File: src/rtl/frame_ram_reader_pkg.sv
// rtl/frame_ram_reader_pkg.sv - shared camera frame geometry and pixel tag types
package frame_ram_reader_pkg;

  // Geometry shared by the capture writer and the frame reader
  localparam int CAM_IMG_WIDTH    = 160;
  localparam int CAM_IMG_HEIGHT   = 120;
  localparam int CAM_ADDR_W       = 15;
  localparam int CAM_DATA_W       = 8;
  localparam int CAM_FRAME_PIXELS = CAM_IMG_WIDTH * CAM_IMG_HEIGHT;

  // Framing markers that travel alongside each pixel
  typedef struct packed {
    logic sof;
    logic eol;
    logic eof;
  } pix_tag_t;

  localparam int TAG_W = $bits(pix_tag_t);

  // Counter width for a range of n values, never narrower than one bit
  function automatic int cnt_width(input int n);
    return (n > 1) ? $clog2(n) : 1;
  endfunction

endpackage

File: src/rtl/frame_ram_reader_if.sv
// rtl/frame_ram_reader_if.sv - RAM read port and pixel stream bundle
interface frame_ram_reader_if #(
  parameter int ADDR_W = frame_ram_reader_pkg::CAM_ADDR_W,
  parameter int DATA_W = frame_ram_reader_pkg::CAM_DATA_W
) ();

  logic [DATA_W-1:0] i_RAM_Data;
  logic [ADDR_W-1:0] o_RAM_Adress;
  logic              o_RAM_Read_Enable;
  logic [DATA_W-1:0] o_Pixel;
  logic              o_Pixel_Valid;
  logic              i_Pixel_Ready;
  logic              o_SOF;
  logic              o_EOL;
  logic              o_EOF;

  // Reader side: drives the RAM address/strobe and the pixel stream
  modport master (
    input  i_RAM_Data, i_Pixel_Ready,
    output o_RAM_Adress, o_RAM_Read_Enable,
    output o_Pixel, o_Pixel_Valid, o_SOF, o_EOL, o_EOF
  );

  // RAM and consumer side
  modport slave (
    output i_RAM_Data, i_Pixel_Ready,
    input  o_RAM_Adress, o_RAM_Read_Enable,
    input  o_Pixel, o_Pixel_Valid, o_SOF, o_EOL, o_EOF
  );

endinterface

File: src/rtl/frame_ram_reader_pixel_skid_fifo.sv
// rtl/frame_ram_reader_pixel_skid_fifo.sv - two-entry skid FIFO for tagged pixels
module pixel_skid_fifo
  import frame_ram_reader_pkg::*;
#(
  parameter int WIDTH = CAM_DATA_W + TAG_W
) (
  input  logic             i_Clk,
  input  logic             i_Rst_n,
  input  logic             i_Push,
  input  logic [WIDTH-1:0] i_Data,
  input  logic             i_Pop,
  output logic [WIDTH-1:0] o_Data,
  output logic             o_Full,
  output logic             o_Empty,
  output logic [1:0]       o_Count
);

  logic [WIDTH-1:0] r_mem [2];
  logic             r_wr_ptr;
  logic             r_rd_ptr;
  logic [1:0]       r_count;
  logic             w_push;
  logic             w_pop;

  // A pop frees a slot in the same cycle, so a full FIFO may still accept a push
  assign w_pop  = i_Pop && (r_count != 2'd0);
  assign w_push = i_Push && ((r_count != 2'd2) || w_pop);

  // Storage, pointers and occupancy
  always_ff @(posedge i_Clk) begin
    if (!i_Rst_n) begin
      r_mem[0] <= '0;
      r_mem[1] <= '0;
      r_wr_ptr <= 1'b0;
      r_rd_ptr <= 1'b0;
      r_count  <= 2'd0;
    end else begin
      if (w_push) begin
        r_mem[r_wr_ptr] <= i_Data;
        r_wr_ptr        <= !r_wr_ptr;
      end
      if (w_pop) begin
        r_rd_ptr <= !r_rd_ptr;
      end
      case ({w_push, w_pop})
        2'b10:   r_count <= r_count + 2'd1;
        2'b01:   r_count <= r_count - 2'd1;
        default: r_count <= r_count;
      endcase
    end
  end

  assign o_Data  = r_mem[r_rd_ptr];
  assign o_Full  = (r_count == 2'd2);
  assign o_Empty = (r_count == 2'd0);
  assign o_Count = r_count;

endmodule

File: src/rtl/frame_ram_reader.sv
// rtl/frame_ram_reader.sv - streams one stored frame out of the frame RAM in raster order
module frame_ram_reader
  import frame_ram_reader_pkg::*;
#(
  parameter int IMG_WIDTH  = CAM_IMG_WIDTH,
  parameter int IMG_HEIGHT = CAM_IMG_HEIGHT,
  parameter int ADDR_W     = CAM_ADDR_W,
  parameter int DATA_W     = CAM_DATA_W
) (
  input  logic               i_Clk,
  input  logic               i_Rst_n,
  input  logic               i_Start,
  output logic               o_Busy,
  output logic               o_Frame_Done,
  frame_ram_reader_if.master bus
);

  localparam int FRAME_PIXELS = IMG_WIDTH * IMG_HEIGHT;
  localparam int X_W          = cnt_width(IMG_WIDTH);
  localparam int Y_W          = cnt_width(IMG_HEIGHT);
  localparam int ENTRY_W      = DATA_W + TAG_W;
  localparam logic [ADDR_W-1:0] LAST_ADDR = ADDR_W'(FRAME_PIXELS - 1);
  localparam logic [X_W-1:0]    LAST_X    = X_W'(IMG_WIDTH - 1);
  localparam logic [Y_W-1:0]    LAST_Y    = Y_W'(IMG_HEIGHT - 1);

  typedef enum logic [1:0] {
    S_IDLE,
    S_READ,
    S_DRAIN,
    S_DONE
  } state_t;

  state_t             r_state;
  state_t             w_next;
  logic [ADDR_W-1:0]  r_addr;
  logic [ADDR_W-1:0]  r_last_addr;
  logic [X_W-1:0]     r_x;
  logic [Y_W-1:0]     r_y;
  logic               r_inflight;
  pix_tag_t           r_tag;
  logic               w_issue;
  logic               w_pop;
  logic               w_empty;
  logic               w_full;
  logic [1:0]         w_count;
  logic [ENTRY_W-1:0] w_head;
  pix_tag_t           w_head_tag;
  logic [2:0]         w_used;
  logic [2:0]         w_limit;
  logic               w_credit;

  // Buffered plus in-flight pixels may never exceed the two FIFO slots; a pop
  // this cycle returns one credit so a streaming consumer sees no bubbles.
  assign w_pop      = !w_empty && bus.i_Pixel_Ready;
  assign w_used     = {1'b0, w_count} + {2'b00, r_inflight};
  assign w_limit    = 3'd2 + {2'b00, w_pop};
  assign w_credit   = (w_used < w_limit) && (!w_full || w_pop);
  assign w_head_tag = w_head[TAG_W-1:0];

  // State register
  always_ff @(posedge i_Clk) begin
    if (!i_Rst_n) begin
      r_state <= S_IDLE;
    end else begin
      r_state <= w_next;
    end
  end

  // Next-state, read issue and status outputs
  always_comb begin
    w_next       = r_state;
    w_issue      = 1'b0;
    o_Busy       = 1'b1;
    o_Frame_Done = 1'b0;
    case (r_state)
      S_IDLE: begin
        o_Busy = 1'b0;
        if (i_Start) begin
          w_next = S_READ;
        end
      end
      S_READ: begin
        if (w_credit) begin
          w_issue = 1'b1;
          if (r_addr == LAST_ADDR) begin
            w_next = S_DRAIN;
          end
        end
      end
      S_DRAIN: begin
        if (w_pop && w_head_tag.eof) begin
          w_next = S_DONE;
        end
      end
      S_DONE: begin
        o_Frame_Done = 1'b1;
        w_next       = S_IDLE;
      end
      default: w_next = S_IDLE;
    endcase
  end

  // Address/raster counters and the tag of the read currently in flight
  always_ff @(posedge i_Clk) begin
    if (!i_Rst_n) begin
      r_addr      <= '0;
      r_last_addr <= '0;
      r_x         <= '0;
      r_y         <= '0;
      r_inflight  <= 1'b0;
      r_tag       <= '0;
    end else begin
      r_inflight <= w_issue;
      if ((r_state == S_IDLE) && i_Start) begin
        r_addr <= '0;
        r_x    <= '0;
        r_y    <= '0;
      end else if (w_issue) begin
        r_last_addr <= r_addr;
        r_tag.sof   <= (r_addr == '0);
        r_tag.eol   <= (r_x == LAST_X);
        r_tag.eof   <= (r_x == LAST_X) && (r_y == LAST_Y);
        if (r_addr != LAST_ADDR) begin
          r_addr <= r_addr + 1'b1;
        end
        if (r_x == LAST_X) begin
          r_x <= '0;
          r_y <= (r_y == LAST_Y) ? '0 : r_y + 1'b1;
        end else begin
          r_x <= r_x + 1'b1;
        end
      end
    end
  end

  pixel_skid_fifo #(
    .WIDTH(ENTRY_W)
  ) u_fifo (
    .i_Clk  (i_Clk),
    .i_Rst_n(i_Rst_n),
    .i_Push (r_inflight),
    .i_Data ({bus.i_RAM_Data, r_tag}),
    .i_Pop  (w_pop),
    .o_Data (w_head),
    .o_Full (w_full),
    .o_Empty(w_empty),
    .o_Count(w_count)
  );

  assign bus.o_RAM_Read_Enable = w_issue;
  assign bus.o_RAM_Adress      = w_issue ? r_addr : r_last_addr;
  assign bus.o_Pixel_Valid     = !w_empty;
  assign bus.o_Pixel           = w_empty ? '0 : w_head[ENTRY_W-1:TAG_W];
  assign bus.o_SOF             = !w_empty && w_head_tag.sof;
  assign bus.o_EOL             = !w_empty && w_head_tag.eol;
  assign bus.o_EOF             = !w_empty && w_head_tag.eof;

endmodule

File: src/flat_wrapper.sv
// flat-port wrapper written by rule: the top's interface ports become plain ports
module frame_ram_reader_flat import frame_ram_reader_pkg::*;
#(
  parameter int IMG_WIDTH  = CAM_IMG_WIDTH,
  parameter int IMG_HEIGHT = CAM_IMG_HEIGHT,
  parameter int ADDR_W     = CAM_ADDR_W,
  parameter int DATA_W     = CAM_DATA_W
)
  (i_Clk, i_Rst_n, i_Start, o_Busy, o_Frame_Done, bus_i_RAM_Data, bus_i_Pixel_Ready, bus_o_RAM_Adress, bus_o_RAM_Read_Enable, bus_o_Pixel, bus_o_Pixel_Valid, bus_o_SOF, bus_o_EOL, bus_o_EOF);
  frame_ram_reader_if #(.ADDR_W(ADDR_W), .DATA_W(DATA_W)) bus_i ();
  input  logic i_Clk;
  input  logic i_Rst_n;
  input  logic i_Start;
  output logic o_Busy;
  output logic o_Frame_Done;
  input wire logic [$bits(bus_i.i_RAM_Data)-1:0] bus_i_RAM_Data;
  input wire logic [$bits(bus_i.i_Pixel_Ready)-1:0] bus_i_Pixel_Ready;
  output wire logic [$bits(bus_i.o_RAM_Adress)-1:0] bus_o_RAM_Adress;
  output wire logic [$bits(bus_i.o_RAM_Read_Enable)-1:0] bus_o_RAM_Read_Enable;
  output wire logic [$bits(bus_i.o_Pixel)-1:0] bus_o_Pixel;
  output wire logic [$bits(bus_i.o_Pixel_Valid)-1:0] bus_o_Pixel_Valid;
  output wire logic [$bits(bus_i.o_SOF)-1:0] bus_o_SOF;
  output wire logic [$bits(bus_i.o_EOL)-1:0] bus_o_EOL;
  output wire logic [$bits(bus_i.o_EOF)-1:0] bus_o_EOF;
  assign bus_i.i_RAM_Data = bus_i_RAM_Data;
  assign bus_i.i_Pixel_Ready = bus_i_Pixel_Ready;
  assign bus_o_RAM_Adress = bus_i.o_RAM_Adress;
  assign bus_o_RAM_Read_Enable = bus_i.o_RAM_Read_Enable;
  assign bus_o_Pixel = bus_i.o_Pixel;
  assign bus_o_Pixel_Valid = bus_i.o_Pixel_Valid;
  assign bus_o_SOF = bus_i.o_SOF;
  assign bus_o_EOL = bus_i.o_EOL;
  assign bus_o_EOF = bus_i.o_EOF;
  frame_ram_reader #(.IMG_WIDTH(IMG_WIDTH), .IMG_HEIGHT(IMG_HEIGHT), .ADDR_W(ADDR_W), .DATA_W(DATA_W)) u_core (.i_Clk(i_Clk), .i_Rst_n(i_Rst_n), .i_Start(i_Start), .o_Busy(o_Busy), .o_Frame_Done(o_Frame_Done), .bus(bus_i));
endmodule
File: config.mk
export PLATFORM = sky130hd
export DESIGN_NAME = frame_ram_reader_flat
export DESIGN_NICKNAME = d
export VERILOG_FILES = /design/src/rtl/frame_ram_reader_pkg.sv /design/src/rtl/frame_ram_reader_if.sv /design/src/rtl/frame_ram_reader_pixel_skid_fifo.sv /design/src/rtl/frame_ram_reader.sv /design/src/flat_wrapper.sv
export SDC_FILE = /design/constraint.sdc
export NUM_CORES = 1
export LEC_CHECK = 0
export CORE_MARGIN = 1
export CORE_UTILIZATION = 50
export CTS_BUF_LIST = sky130_fd_sc_hd__clkbuf_8 sky130_fd_sc_hd__clkbuf_16
export CTS_CLUSTER_SIZE = 30
export DETAILED_ROUTE_END_ITERATION = 7
export GPL_TIMING_DRIVEN = 0
export PLACE_DENSITY = 0.72
export SYNTH_ARGS = -nofsm -noshare
export SYNTH_HDL_FRONTEND = slang
export SYNTH_SLANG_ARGS = --single-unit
File: constraint.sdc
create_clock -name i_Clk -period 3.29 [get_ports i_Clk]
set_input_delay 0.329 -clock i_Clk [delete_from_list [all_inputs] [get_ports i_Clk]]
set_output_delay 0.329 -clock i_Clk [all_outputs]
set_load 0.005 [all_outputs]
==> impl_metrics.csv <==
group,metric,value,unit
yosys,syn_area,0.00380,mm2
timing,number_of_max_slew_violations_in_the_final_report,0,
yosys,synthFlopType,"sky130_fd_sc_hd__dfxtp_1",
cts,cts-buffers-inserted,9,
pwr,power_report.internal_total,1.85,mW
route,drt_pass1_iterations,4,
setup_path,r2r_slack,1.03,ns
timing,fin_worst_skew,0.00900,ns
hold_path,min_delay_worst_endpoint,"u_core.r_last_addr[5]",
cts,cts-htree-levels,3,
hold_path,timing.hold.worst.class,"flop to flop",
setup_path,start_kind,"flop",
placement,numPortBuffers,41,
floorplan,initial_cell_density_of_the_core,52.1,%
timing,hold_slack,0.456,ns
floorplan,die_h,89.2,um
setup_path,timing.critical_path.from,"u_core.u_fifo.o_Count[0]",
layout,layout.cells.most_common,"sky130_fd_sc_hd__nand2_1",
floorplan,design.core.area,0.00729,mm2
route,drt-initial-drc-count,136,
cts,cts_max_path_bufs,2,
timing,setup_tns,0,ns
cts,cts_tree,"done",
pwr,combinationalPowerShare,31.2,%
timing,grt_setup_unrepaired,"no",
timing,final_period_minus_worst_setup_slack,3.17,ns
global_routing,first_global_vias,2910,
route,antenna_left,0,
yosys,synthesis.area_per_instance,9.18,um2
global_routing,grt.overflow.total,0,
setup_path,worst-endpoint-required,2.96,ns
floorplan,core.rowCount,31,
setup_path,critical_setup_path_kind,"flop to output port",
timing,post-route-period-util,96.4,%
global_routing,grt_first_pass_wirelength,13400,um
route,wire_per_inst,14.3,um
setup_path,crit-reg2reg-launch,"u_core.u_fifo.o_Count[0]",
timing,worst_pin_slew,0.771,ns
yosys,synth_nets,438,
timing,worst_slew_margin_rel,48.6,%
pwr,power.static_leakage,1.64,nW
layout,finalNetCount,492,
route,viasPerCell,5.35,
run,max-cap-violations,0,
global_routing,grt_use_total,22.0,%
cts,clkTransAtPathRegs,0.08,ns
pwr,power_density_relative_to_cell_area,605,mW/mm2
global_routing,grt_start_max_net_pins,14,
status,outcome,"complete, no violations",
global_routing,number_of_antenna_violations_at_the_first_check_in_global_routing,0,
floorplan,die-width,89.2,um
setup_path,worst_ep_arrival_time,2.84,ns
setup_path,timing.critical_path.to_type,"output port",
setup_path,regToRegEndpoint,"u_core.r_tag[1]",
cts,ctsRootBufferMaster,"sky130_fd_sc_hd__clkbuf_8",
timing,hold_viol_final,0,
yosys,synth-edff-count,22,
pwr,worst_ir_drop_vdd,260,uV
yosys,ys_types,43,
setup_path,worst-r2r-cell-count,9,
layout,antenna-diode-count,0,
route,wl,8170,um
yosys,synth.ff_latch_count,78,
floorplan,number_of_top_level_pins,42,
route,drcViolationCount,0,
layout,layout.cells.most_common_list,"sky130_fd_sc_hd__nand2_1, sky130_fd_sc_hd__dfxtp_1, sky130_fd_sc_hd__clkdlybuf4s50_1",
yosys,yosys_warnings,0,
cts,clkSinkCount,78,
cts,insertion_delay,0.35,ns
yosys,post_synth_inst_count,414,
yosys,sequential_fraction_of_the_synthesis_area,46.9,%
hold_path,hold_depth,2,
pwr,clock_network_fraction_of_design_power,28.3,%
layout,flow.area_growth_from_synthesis,20.5,%
layout,drive_gt1_share,9.73,%
placement,detail_placement_hpwl,5710,um
hold_path,hold_startpoint,"u_core.r_last_addr[5]",
floorplan,die_area,0.00795,mm2
pwr,p_sw,0.919,mW
setup_path,worstPathMaxFanout,10,
layout,fin_cells,572,
yosys,synth_async_sr_flop_share,0,%
placement,routabilityCongestion,0.804,
pwr,sequentialPowerShare,40.6,%
placement,dp.cells,556,
timing,report.final.setup_viol,0,
pwr,p_total,2.77,mW
pwr,net_switching_fraction_of_the_power,33.2,%
route,routed-via-count,3060,
timing,achievable-frequency,315,MHz
-- power groups by stage --
| stage | clock network, mW | registers (mW) | logic, mW |
|---|---|---|---|
| finish | 0.783 | 1.12 | 0.864 |
| floorplan | 0 | 1.13 | 0.561 |
| global route | 0.829 | 1.13 | 0.958 |
| CTS | 0.794 | 1.12 | 0.857 |
| global placement | 0 | 1.14 | 0.818 |
| detailed placement | 0 | 1.14 | 0.850 |
-- routing by layer --
layer	up-vias	wire length, um	track usage, %
li1	1548	-	-
met1	1434	3600	26.8
met2	64	4140	38.9
met3	14	326	3.23
met4	0	113	9.09
met5	-	0	0
-- cells by family (layout without fill, tap and decap cells) --
| kind of cell | count (synthesis) | count (layout) | share of synthesized area [%] |
|---|---|---|---|
| flops | 78 | 78 | 46.9 |
| compound gates | 67 | 67 | 9.75 |
| simple gates | 187 | 187 | 25.9 |
| fa+ha+maj | 12 | 12 | 3.95 |
| mux | 24 | 24 | 6.72 |
| buf+inv | 31 | 90 | 3.36 |
| xor+xnor | 15 | 15 | 3.46 |
-- worst max path at each step --
stage / depth (start not counted) / endpoint / slack (ns)
2_1_floorplan: 8 / bus_o_RAM_Adress[10] / 1.11
3_3_place_gp: 4 / u_core.u_fifo.r_mem[1][5] / 0.45
3_5_place_dp: 8 / bus_o_RAM_Adress[13] / 0.43
4_1_cts: 9 / bus_o_RAM_Adress[13] / 0.03
5_1_grt: 9 / bus_o_RAM_Adress[5] / 0.05
6_report: 9 / bus_o_RAM_Adress[3] / 0.12
-- cell type report --
type,count,area (um2)
Inverter,12,45.0
Buffer,19,87.6
Clock buffer,9,124
Multi-Input combinational cell,305,1900
Tap cell,99,124
Fill cell,660,2710
Clock inverter,7,88.8
Sequential cell,78,1780
Timing Repair Buffer,43,425
-- metrics by stage --
step | util [%] | area (um2) | setup slack [ns]
finish | 62.8 | 4580 | 0.119
global route | 62.8 | 4580 | 0.0491
CTS | 62.6 | 4560 | 0.0275
detailed placement | 59.6 | 4350 | 0.433
global placement | 59.4 | 4330 | 0.453
floorplan | - | 3800 | 1.11
-- critical path, stage by stage (launching register included) --
cell	delay, ns
sky130_fd_sc_hd__dfxtp_1	0.33
sky130_fd_sc_hd__ha_1	0.24
sky130_fd_sc_hd__ha_4	0.30
sky130_fd_sc_hd__nand2b_1	0.07
sky130_fd_sc_hd__a21o_1	0.19
sky130_fd_sc_hd__buf_2	0.18
sky130_fd_sc_hd__nand2_1	0.11
sky130_fd_sc_hd__clkbuf_4	0.23
sky130_fd_sc_hd__mux2_2	0.37
sky130_fd_sc_hd__clkdlybuf4s50_1	0.47
-- flip-flops by register name, indices dropped and copies added, names as in the netlist, 2 cells and up, named ones only --
name	cells
u_core.r_y	7
u_core.u_fifo.r_mem	22
u_core.r_last_addr	15
u_core.r_addr	15
u_core.r_tag	3
u_core.r_x	8
u_core.u_fifo.o_Count	2
u_core.r_state	2
-- synthesized netlist by cell type (2+ instances only) --
cell type	instances	area [um2]
sky130_fd_sc_hd__nor4_1	3	18.8
sky130_fd_sc_hd__xnor2_1	5	43.8
sky130_fd_sc_hd__a21oi_1	37	185
sky130_fd_sc_hd__nand2b_1	5	31.3
sky130_fd_sc_hd__nor3_1	3	15.0
sky130_fd_sc_hd__ha_1	12	150
sky130_fd_sc_hd__nor2_1	34	128
sky130_fd_sc_hd__mux2i_1	12	120
sky130_fd_sc_hd__clkbuf_1	8	30.0
sky130_fd_sc_hd__nor4_4	2	42.5
sky130_fd_sc_hd__or3_1	12	75.1
sky130_fd_sc_hd__or4_1	3	22.5
sky130_fd_sc_hd__dfxtp_1	56	1120
sky130_fd_sc_hd__nand4_1	9	56.3
sky130_fd_sc_hd__o21ai_0	21	105
sky130_fd_sc_hd__and2_1	26	163
sky130_fd_sc_hd__nand2_1	59	221
sky130_fd_sc_hd__buf_1	2	7.51
sky130_fd_sc_hd__inv_1	11	41.3
sky130_fd_sc_hd__o211ai_1	2	15.0
sky130_fd_sc_hd__mux2_2	12	135
sky130_fd_sc_hd__xor2_1	10	87.6
sky130_fd_sc_hd__edfxtp_1	22	661
sky130_fd_sc_hd__and3_1	9	56.3
sky130_fd_sc_hd__buf_2	9	45.0
sky130_fd_sc_hd__nand3_1	13	65.1
-- what timing repair did --
item	in CTS	in global routing
hold buffers	0	0
endpoints found under the setup margin	0	13
resized for setup	0	4
setup buffers	0	0
Note: power is estimated with default switching activity, not from simulation.
